$ cat config.mk
export PLATFORM = sky130hd
export DESIGN_NAME = mem_port
export DESIGN_NICKNAME = d
export VERILOG_FILES = /design/src/rtl/mem_port.sv
export SDC_FILE = /design/constraint.sdc
export NUM_CORES = 1
export LEC_CHECK = 0
export ABC_AREA = 0
export CORE_AREA = 10 10 229 231
export CTS_CLUSTER_SIZE = 24
export DETAILED_ROUTE_END_ITERATION = 16
export DIE_AREA = 0 0 239 241
export RECOVER_POWER = 25
export SLEW_MARGIN = 20
export SYNTH_ARGS = -nofsm -noshare
export SYNTH_HDL_FRONTEND = slang
export SYNTH_SLANG_ARGS = --single-unit
$ cat constraint.sdc
create_clock -name clk -period 2.66 [get_ports clk]
set_input_delay 0.532 -clock clk [delete_from_list [all_inputs] [get_ports clk]]
set_output_delay 0.532 -clock clk [all_outputs]
set_load 0.01 [all_outputs]
$ cat src/rtl/mem_port.sv
// Backing-store port for a cache on the C2 bus: accepts one line read or write, talks to a
// line-wide RAM, and answers with a RESPONSE no sooner than LATENCY cycles after capture.
module mem_port #(
  parameter int unsigned ADDR_W     = 10,
  parameter int unsigned LINE_BYTES = 16,
  parameter int unsigned BUS_BYTES  = 2,
  parameter int unsigned LATENCY    = 100
) (
  input  logic                    clk,
  input  logic                    reset,
  input  logic [ADDR_W-1:0]       addr_in,
  input  logic [1:0]              cmd_in,
  input  logic [BUS_BYTES*8-1:0]  data_in,
  output logic [1:0]              cmd_out,
  output logic                    cmd_oe,
  output logic [BUS_BYTES*8-1:0]  data_out,
  output logic                    data_oe,
  output logic                    ram_req,
  output logic                    ram_we,
  output logic [ADDR_W-1:0]       ram_addr,
  output logic [LINE_BYTES*8-1:0] ram_wdata,
  input  logic [LINE_BYTES*8-1:0] ram_rdata,
  input  logic                    ram_ack,
  output logic [31:0]             total_reads,
  output logic [31:0]             total_writes
);

  localparam int unsigned BEATS  = LINE_BYTES / BUS_BYTES;
  localparam int unsigned BUS_W  = BUS_BYTES * 8;
  localparam int unsigned LINE_W = LINE_BYTES * 8;
  localparam int unsigned BEAT_W = (BEATS > 1) ? $clog2(BEATS) : 1;

  localparam logic [BEAT_W-1:0] LAST_BEAT = BEAT_W'(BEATS - 1);
  localparam logic [15:0]       LAT_LAST  = 16'(LATENCY - 1);

  localparam logic [1:0] CMD_NOP  = 2'd0;
  localparam logic [1:0] CMD_RESP = 2'd1;
  localparam logic [1:0] CMD_RD   = 2'd2;
  localparam logic [1:0] CMD_WR   = 2'd3;

  typedef enum logic [2:0] {StIdle, StWrCollect, StWait, StRespWr, StRespRd} state_e;

  state_e              state_q, state_d;
  logic [ADDR_W-1:0]   addr_q;
  logic [LINE_W-1:0]   line_q;
  logic [LINE_W-1:0]   line_shift;
  logic [BEAT_W-1:0]   beat_q;
  logic [15:0]         lat_q;
  logic                is_wr_q;
  logic                ack_seen_q;
  logic [31:0]         rd_cnt_q;
  logic [31:0]         wr_cnt_q;
  logic                lat_done;
  logic                beat_last;
  logic                ack_now;

  assign lat_done   = (lat_q == LAT_LAST);
  assign beat_last  = (beat_q == LAST_BEAT);
  // An ack only counts while this block is actually requesting.
  assign ack_now    = (state_q == StWait) & ~ack_seen_q & ram_ack;
  assign line_shift = line_q >> (32'(beat_q) * BUS_W);

  assign ram_addr     = addr_q;
  assign ram_wdata    = line_q;
  assign total_reads  = rd_cnt_q;
  assign total_writes = wr_cnt_q;

  always_comb begin
    state_d  = state_q;
    cmd_out  = CMD_NOP;
    cmd_oe   = 1'b0;
    data_out = '0;
    data_oe  = 1'b0;
    ram_req  = 1'b0;
    ram_we   = 1'b0;
    unique case (state_q)
      StIdle: begin
        if (cmd_in == CMD_RD) begin
          state_d = StWait;
        end else if (cmd_in == CMD_WR) begin
          state_d = (BEATS > 1) ? StWrCollect : StWait;
        end
      end
      StWrCollect: begin
        if (beat_last) state_d = StWait;
      end
      StWait: begin
        cmd_oe  = 1'b1;
        ram_req = ~ack_seen_q;
        ram_we  = ~ack_seen_q & is_wr_q;
        if (lat_done && (ack_seen_q || ack_now)) begin
          state_d = is_wr_q ? StRespWr : StRespRd;
        end
      end
      StRespWr: begin
        cmd_out = CMD_RESP;
        cmd_oe  = 1'b1;
        state_d = StIdle;
      end
      StRespRd: begin
        cmd_out  = CMD_RESP;
        cmd_oe   = 1'b1;
        data_oe  = 1'b1;
        data_out = line_shift[BUS_W-1:0];
        if (beat_last) state_d = StIdle;
      end
      default: state_d = StIdle;
    endcase
  end

  always_ff @(posedge clk) begin
    if (reset) begin
      state_q    <= StIdle;
      addr_q     <= '0;
      line_q     <= '0;
      beat_q     <= '0;
      lat_q      <= '0;
      is_wr_q    <= 1'b0;
      ack_seen_q <= 1'b0;
      rd_cnt_q   <= '0;
      wr_cnt_q   <= '0;
    end else begin
      state_q <= state_d;
      unique case (state_q)
        StIdle: begin
          lat_q      <= '0;
          ack_seen_q <= 1'b0;
          beat_q     <= '0;
          if (cmd_in == CMD_RD) begin
            addr_q  <= addr_in;
            is_wr_q <= 1'b0;
          end else if (cmd_in == CMD_WR) begin
            addr_q             <= addr_in;
            is_wr_q            <= 1'b1;
            line_q[BUS_W-1:0]  <= data_in;
            beat_q             <= BEAT_W'(1);
          end
        end
        StWrCollect: begin
          for (int k = 0; k < BEATS; k++) begin
            if (beat_q == BEAT_W'(k)) line_q[k*BUS_W +: BUS_W] <= data_in;
          end
          beat_q <= beat_q + 1'b1;
        end
        StWait: begin
          beat_q <= '0;
          if (!lat_done) lat_q <= lat_q + 16'd1;
          if (ack_now) begin
            ack_seen_q <= 1'b1;
            if (!is_wr_q) line_q <= ram_rdata;
          end
        end
        StRespWr: begin
          wr_cnt_q <= wr_cnt_q + 32'd1;
        end
        StRespRd: begin
          beat_q <= beat_q + 1'b1;
          if (beat_last) rd_cnt_q <= rd_cnt_q + 32'd1;
        end
        default: ;
      endcase
    end
  end

endmodule

; ---- After elaboration in Yosys (flattened, before gate mapping)
; Cells that the tools add are included.
; Widths: inputs -> output; s select.
[totals]
reg_bits = 226
inputBits = 159
out_inout_bits = 224
word_cells = 118
[op_classes]
addsub = 4
eq_ne = 30
shifts = 1
muxes = 38
n_bitwise = 4
n_reduce_logical = 25
[ops]
columns = op, count
row1 = $mux 128, 2
row2 = $pmux 112 s2, 1
row3 = $mux 16, 12
row4 = $shr 128x7->16, 1
row5 = $add 32x1->32 const B, 2
row6 = $pmux 16 s3, 1
row7 = $pmux 16 s2, 1
row8 = $reduce_and 4->1, 8
row9 = $ne 2x2->1 const B, 14
row10 = $mux 10, 2
row11 = $mux 3, 6
row12 = $add 16x1->16 const B, 1
row13 = $eq 16x7->1 const B, 1
row14 = $eq 3x3->1 const B, 5
row15 = $eq 3x2->1 const B, 4
row16 = $pmux 3 s4, 1
row17 = $mux 1, 10
row18 = $pmux 3 s3, 1
row19 = $reduce_and 2->1, 4
row20 = $eq 3x1->1 const B, 2
row21 = $logic_not 3->1, 2
row22 = $reduce_and 6->1, 1
row23 = $reduce_bool 2->1, 3
row24 = $reduce_bool 3->1, 2
row25 = other kinds (11), 15

; ---- Longest topological paths before layout
; Gate-level depths: netlist of the first run.
[logic_depth]
ltp_word = 7
ltp_mapped = 9
mapped_depth_nobuf = 7

; ---- Worst setup path after synthesis of the first run
; Ideal clock, no wire load.
[synth_timing]
path_kind = register to output
start = register state_q[2]
end = output port data_out[10]
arrival_time_ns = 1.765
required_ns = 2.128
slack_ns = 0.363
path_stages_with_launch = 7
n_path_buf = 4
path_cell_list = dfxtp_1 > buf_2 > clkbuf_1 > clkbuf_1 > nand2_1 > clkbuf_1 > a21oi_1
[synth_between]
elab_chain_cells = 2
[synth_rtl]
columns = element, line_no
row1 = from (decl), 43  ; state_e state_q, state_d;
row2 = from (signal assigned), 113  ; state_q <= StIdle;
row3 = from (signal assigned), 123  ; state_q <= state_d;
row4 = $eq 3x3->1, 76  ; unique case (state_q)
row5 = $mux 16, 76
row6 = to (decl), 16  ; output logic [BUS_BYTES*8-1:0] data_out,
; Every way passes these cells.

; ---- Final worst setup path of the first run
[layout_timing]
start = register beat_q[0]
end = output port data_out[1]
[layout_between]
elab_chain_cells = 2
[layout_rtl]
columns = element, line_no
row1 = from (decl), 47  ; logic [BEAT_W-1:0] beat_q;
row2 = from (signal assigned), 143  ; beat_q <= beat_q + 1'b1;
row3 = from (signal assigned), 157  ; beat_q <= beat_q + 1'b1;
row4 = $shr 128x7->16, 61  ; assign line_shift = line_q >> (32'(beat_q) * BUS_W);
row5 = $mux 16, 76
; Every way passes these cells.

==> impl_metrics.yaml, run 1 <==
worst_setup_path:
  timing.rr.end: "total_reads[31]"
  setup.worst_path.start_class: "register"
  critical_path.max_fanout: 5
  critPathKind: "register to output pin"
  cp.arrival_ns: 2.13
  worst-endpoint-required_ns: 2.13
  worst-r2r-cell-count: 9
  critical_path.endpoint_type: "output pin"
  worst_r2r_startpoint: "beat_q[0]"
  minimum_setup_slack_among_reg_to_reg_paths_ns: 0.14
  setup.worst_path.start: "beat_q[0]"
layout:
  n_fill_cell: 4880
  finalNetCount: 1802
  drive_gt1_frac: 0.1125
  finalCoreUtilization: 0.3466
  synthToLayoutAreaGrowth_pct: 51.52
floorplanning:
  pin_count: 383
  design.core.area_um2: 47550
  design.die.area_um2: 57600
  die-width_um: 239
  dieHeight_um: 241
  initial_core_util: 0.2288
  std_cell_rows: 80
clocking:
  root_buffer: "clkbuf_16"
  cts_max_path_buffers: 3
  clkSlewWorstSetupHoldPaths_ns: 0.06
  clk-insertion-delay-late_ns: 0.57
  cts_inserted_buffers: 27
  cts_sinks: 226
  cts_tree: "built"
  htreeDepth: 1
logic_synthesis:
  postSynthRegisterBits: 226
  synth_largest_area_cell: "dfxtp_1"
  post-synth-top-area-fraction: 0.4160
  synthesis_warning_total: 0
  synth.distinct_cells: 56
  syn_area_per_cell_um2: 8.464
  yosysSeqAreaShare: 0.4160
  syn-instance-count: 1285
  post_synth_main_area_contributors: "dfxtp_1 (42%), a211oi_1 (9.0%), a21oi_1 (8.3%)"
  synth-main-ff-cell: "dfxtp_1"
  synth_enable_flop_cells: 0
  asyncSetResetFlopFracSynth: 0
  netlist_area_um2: 10880
  synth.net_count: 1453
place:
  placement.io_buffers: 381
  dp.final_hpwl_um: 37460
  finalWeightedCongestion: 0.9163
timing:
  final-hold-violation-count: 0
  max_clock_freq_ghz: 0.3762
  finalWorstPathRequiredPeriod_ns: 2.658
  setup_viol: 0
  grt_setup_unrepaired: "yes"
  worstMarginPinSlew_ns: 1.057
  clock-skew-final_ns: 0.03550
  fin_hold_ws_ns: 0.3970
  min_period_over_period: 0.9993
  slew_headroom: 0.2955
  drv_slew: 0
global_route:
  pin_count_of_the_biggest_net_entering_global_routing: 64
  number_of_global_route_vias_before_repair: 11100
  globalRoute.totalOverflow: 0
  grt.total_usage: 0.1636
  grt_antenna_before_repair: 9
  first_pass_grt_wire_length_um: 71980
route:
  detailroute.via_count: 10960
  post_drt_via_cell_ratio: 4.827
  route.detailed.wl_per_inst_um: 21.71
  drc_errors: 0
  final_antenna_net_count: 0
  drt_first_iter_violations: 503
  route.final.wire_length_um: 49300
  dr.pass1.iters: 5
min_path:
  min_delay_path_depth: 2
  timing.hold.worst_endpoint: "total_reads[4]"
  worstHoldPathType: "input pin to register"
  worstHoldStart: "reset"
power_and_ir_drop:
  pwr_density_cell_nw_per_um2: 916.2
  p_leak_nw: 5.490
  peakVddDrop_mv: 0.6338
job:
  cap_viol_max_count: 0
outcome:
  outcome: "finished clean"
-- power breakdown --
group	switching, mW	total, mW	internal [mW]
Clock	1.56	3.59	2.03
Sequential	0.814	4.99	4.17
Combinational	3.40	6.52	3.13
-- layout make-up --
| class | instances | area, um2 | area share |
|---|---|---|---|
| Antenna cell | 2 | 5.005 | 0.0003037 |
| Inverter | 17 | 67.56 | 0.004100 |
| Multi-Input combinational cell | 927 | 5936 | 0.3602 |
| Clock inverter | 10 | 60.06 | 0.003644 |
| Timing Repair Buffer | 435 | 4328 | 0.2626 |
| Tap cell | 615 | 769.5 | 0.04669 |
| Sequential cell | 226 | 4534 | 0.2751 |
| Clock buffer | 39 | 780.7 | 0.04737 |
-- layout by cell type (no fill, tap or decap), drive strengths merged, types with 22 or more instances in the layout --
cell type	synthesis	routed
clkbuf	87	43
nor2	212	212
dfxtp	226	226
mux4	32	32
and2	23	23
a211oi	133	133
nand2	96	96
xor2	22	22
a21oi	180	180
nand3	33	33
nor4	26	26
buf	28	67
xnor2	41	41
clkdlybuf4s50	0	361
-- flip-flops by register name (all words and copies together), names as in the netlist --
register / flops
ack_seen_q: 1
beat_q: 3
is_wr_q: 1
lat_q: 16
ram_addr: 10
ram_wdata: 128
state_q: 3
total_reads: 32
total_writes: 32
-- cell families after synthesis --
| family | count (synthesis) | synth area share |
|---|---|---|
| and+or+nand+nor | 478 | 0.2117 |
| AOI/OAI and AO/OA | 340 | 0.1920 |
| DFF | 226 | 0.4160 |
| buffers and inverters | 132 | 0.04877 |
| xor gates and xnor gates | 63 | 0.05073 |
| muxes | 36 | 0.07017 |
| adders and majority gates | 9 | 0.01035 |
| other | 1 | 0.0003448 |
-- metal layers --
layer | global-route usage | vias to the layer above | routed length [um]
met3 | 0.06308 | 87 | 4915
met5 | 0 | - | 100
met4 | 0.05267 | 14 | 1616
li1 | - | 5301 | -
met1 | 0.1825 | 5142 | 19290
met2 | 0.2824 | 417 | 23380
-- what timing repair did --
item / 4_1_cts / 5_1_grt
resized for setup: 84 / 13
buffers inserted: 10 / 1
hold buffers: 0 / 0
endpoints found under the setup margin: 20 / 16
cloned: 2 / 0
pin swaps: 0 / 1
-- critical path: stages (launching register included) --
cell and delay, ns:
dfxtp_4 0.41, buf_8 0.15, buf_6 0.10, mux4_2 0.54, nand2_2 0.13, a21oi_4 0.08
buf_6 0.14
-- worst max path at each step --
stage / to / slack [ns] / depth (start not counted)
4_1_cts: data_out[0] / -0.1 / 5
5_1_grt: data_out[1] / -0.07 / 5
3_5_place_dp: data_out[14] / 0.06 / 5
2_1_floorplan: data_out[10] / 0.36 / 6
6_report: data_out[1] / 0.002 / 6
3_3_place_gp: data_out[14] / 0.07 / 5
-- synthesized netlist by cell type, types with 6 or more instances --
| cell | instances |
|---|---|
| and3_1 | 6 |
| dfxtp_1 | 226 |
| mux4_2 | 32 |
| nand2_1 | 96 |
| buf_1 | 9 |
| nor4_1 | 19 |
| a211oi_1 | 130 |
| buf_2 | 16 |
| ha_1 | 9 |
| nor3_1 | 20 |
| or3_1 | 12 |
| xor2_1 | 22 |
| xnor2_1 | 41 |
| inv_1 | 17 |
| o21ai_0 | 14 |
| nand3_1 | 32 |
| a21oi_1 | 180 |
| and2_1 | 20 |
| nor2_1 | 212 |
| clkbuf_1 | 87 |
| nand4_1 | 18 |
| and4_1 | 8 |
-- stage by stage --
stage / worst slack (ns) / power, mW / TNS, ns / cells / area (um2)
final: 0.001827 / 15.10 / 0 / 2271 / 16480
after global routing: -0.06629 / 16.02 / -0.2061 / 2270 / 16480
after CTS: -0.09940 / 15.36 / -0.4731 / 2270 / 16500
after detailed placement: 0.06359 / 11.55 / 0 / 2209 / 15550
after global placement: 0.06984 / 11.50 / 0 / 2209 / 15550
after floorplan: 0.3630 / 7.968 / 0 / 1285 / 10880
Note: power is estimated with default switching activity, not from simulation.
==> run 2, diff against run 1 <==
--- a/config.mk
+++ b/config.mk
@@ -10,6 +10,7 @@
 export CTS_CLUSTER_SIZE = 24
 export DETAILED_ROUTE_END_ITERATION = 16
 export DIE_AREA = 0 0 239 241
+export PLACE_DENSITY = 0.46
 export RECOVER_POWER = 25
 export SLEW_MARGIN = 20
 export SYNTH_ARGS = -nofsm -noshare
==> run 2 against run 1 <==
  * Sequential share of layout area is 0.56 points lower
  * Largest cell class unchanged
  * Highest routed layer unchanged
  * Die area stayed put
  * Combinational power is 2% higher
==> impl_metrics.yaml, run 2 (synthesis gave the netlist of run 1 again) <==
outcome:
  outcome: "finished clean"
power_and_ir_drop:
  clockPowerShare: 0.272
  peakVddDrop_mv: 0.5467
  pwr_density_cell_nw_per_um2: 949.7
  power.net_switching_mw: 5.909
  p_leak_nw: 5.621
  sw_ratio: 0.3700
  share_of_total_power_in_sequential_cells: 0.310
  p_int_mw: 10.06
  combPwrFrac: 0.418
place:
  placement.io_buffers: 381
  finalWeightedCongestion: 0.8094
  dp.final_hpwl_um: 39040
  dpl.cell_count: 2210
timing:
  drv_slew: 0
  min_period_over_period: 0.9965
  final-hold-violation-count: 0
  clock-skew-final_ns: 0.02958
  setup_viol: 0
  finalWorstPathRequiredPeriod_ns: 2.651
  worstMarginPinSlew_ns: 0.8592
  grt_setup_unrepaired: "yes"
  max_clock_freq_ghz: 0.3773
  slew_headroom: 0.4272
route:
  route.detailed.wl_per_inst_um: 22.62
  met2RoutedLength_um: 24690
  detailroute.via_count: 10900
  drc_errors: 0
  met3_wirelength_um: 5337
  dr.max_layer_used: "met5"
  met1_wirelength_um: 20110
  drt_first_iter_violations: 587
  final_antenna_net_count: 0
  post_drt_via_cell_ratio: 4.776
  dr.pass1.iters: 5
  route.final.wire_length_um: 51640
layout:
  finalNetCount: 1806
  n_fill_cell: 4923
  layout_commonest_cell: "clkdlybuf4s50_1"
  drive_gt1_frac: 0.1204
  largest_reg_flops: 128
  final_instance_count_excl_fillers: 2283
  commonest_cells_after_routing_fill_and_taps_aside: "clkdlybuf4s50_1 (361), dfxtp_1 (224), nor2_1 (211)"
  finalCoreUtilization: 0.3537
  synthToLayoutAreaGrowth_pct: 54.60
floorplanning:
  initial_core_util: 0.2288
  dieHeight_um: 241
  design.core.area_um2: 47550
  design.die.area_um2: 57600
  pin_count: 383
  die-width_um: 239
  std_cell_rows: 80
min_path:
  worstHoldPathType: "input pin to register"
clocking:
  cts_max_path_buffers: 3
  clkSlewWorstSetupHoldPaths_ns: 0.06
  htreeDepth: 1
  cts_inserted_buffers: 30
  cts_tree: "built"
  cts-hold-fix-buffers: 0
  root_buffer: "clkbuf_16"
  clk-insertion-delay-late_ns: 0.58
  cts_sinks: 226
global_route:
  pin_count_of_the_biggest_net_entering_global_routing: 128
  number_of_global_route_vias_before_repair: 11130
  globalRoute.totalOverflow: 0
  first_pass_grt_wire_length_um: 75620
  grt_antenna_before_repair: 18
  grt.total_usage: 0.1738
worst_setup_path:
  cp.arrival_ns: 2.12
  critical_path.endpoint_type: "output pin"
  critical_path.max_fanout: 8
  setup.worst_path.start_class: "register"
  critPathKind: "register to output pin"
  path_cells: "buf_12, buf_6, mux4_2, nand2_1, a21oi_1, buf_4"
  minimum_setup_slack_among_reg_to_reg_paths_ns: 0.15
  max_stage_delay_ns: 0.52
  worst-endpoint-required_ns: 2.13
  cpMaxStageDelayCell: "mux4_2"
job:
  cap_viol_max_count: 0
[run 2: layout make-up]
| cell class | count | area, um2 | share of cell area |
|---|---|---|---|
| Multi-Input combinational cell | 927 | 5967 | 0.3549 |
| Timing Repair Buffer | 436 | 4405 | 0.2620 |
| Tap cell | 615 | 769.5 | 0.04576 |
| Sequential cell | 226 | 4532 | 0.2695 |
| Clock buffer | 44 | 904.6 | 0.05380 |
| Inverter | 17 | 63.81 | 0.003795 |
| Antenna cell | 7 | 17.52 | 0.001042 |
| Clock inverter | 11 | 155.1 | 0.009227 |
[run 2: worst max-delay path, delay by kind of cell, from the launching register on]
family          cells  cell delay [ns]
buf+inv             3             0.43
flops               1             0.43
simple gates        1             0.09
mux                 1             0.52
compound gates      1             0.06
[run 2: final timing paths]
check	from	endpoint	cells after the start
worst max register to register	beat_q[0]	total_reads[31]	8
worst min register to register	ram_addr[9]	ram_addr[9]	2
worst max-delay path	beat_q[0]	data_out[4]	6
worst min-delay path	reset	total_reads[4]	2
[run 2: routing by layer]
layer,track usage,up-vias
li1,-,5322
met1,0.1898,5160
met2,0.2961,315
met3,0.08292,84
met4,0.04843,22
met5,0,-
[run 2: timing repair]
action	in CTS	in global routing
endpoints found under the setup margin	21	18
endpoints found under the hold margin	0	0
gates cloned	4	0
resized for setup	97	10
buffers inserted	9	1
pin swaps	6	2
[run 2: power groups by stage]
stage / combinational, mW / sequential, mW / clock [mW]
after floorplan: 2.93 / 5.04 / 0
after global placement: 6.56 / 4.98 / 0
after detailed placement: 6.56 / 5.01 / 0
after CTS: 6.81 / 4.98 / 4.46
after global routing: 7.29 / 5.05 / 4.60
final: 6.68 / 4.95 / 4.34
[run 2: stage by stage]
stage	TNS, ns	hold WS, ns	total power, mW	instance area [um2]	worst slack (ns)
2_1_floorplan	0	0.4577	7.968	10880	0.3630
3_3_place_gp	0	0.4418	11.54	15550	0.1260
3_5_place_dp	0	0.4474	11.57	15550	0.1218
4_1_cts	-0.3050	0.4336	16.26	16820	-0.08492
5_1_grt	-0.2815	0.4619	16.94	16810	-0.06667
6_report	0	0.4144	15.97	16810	0.009286
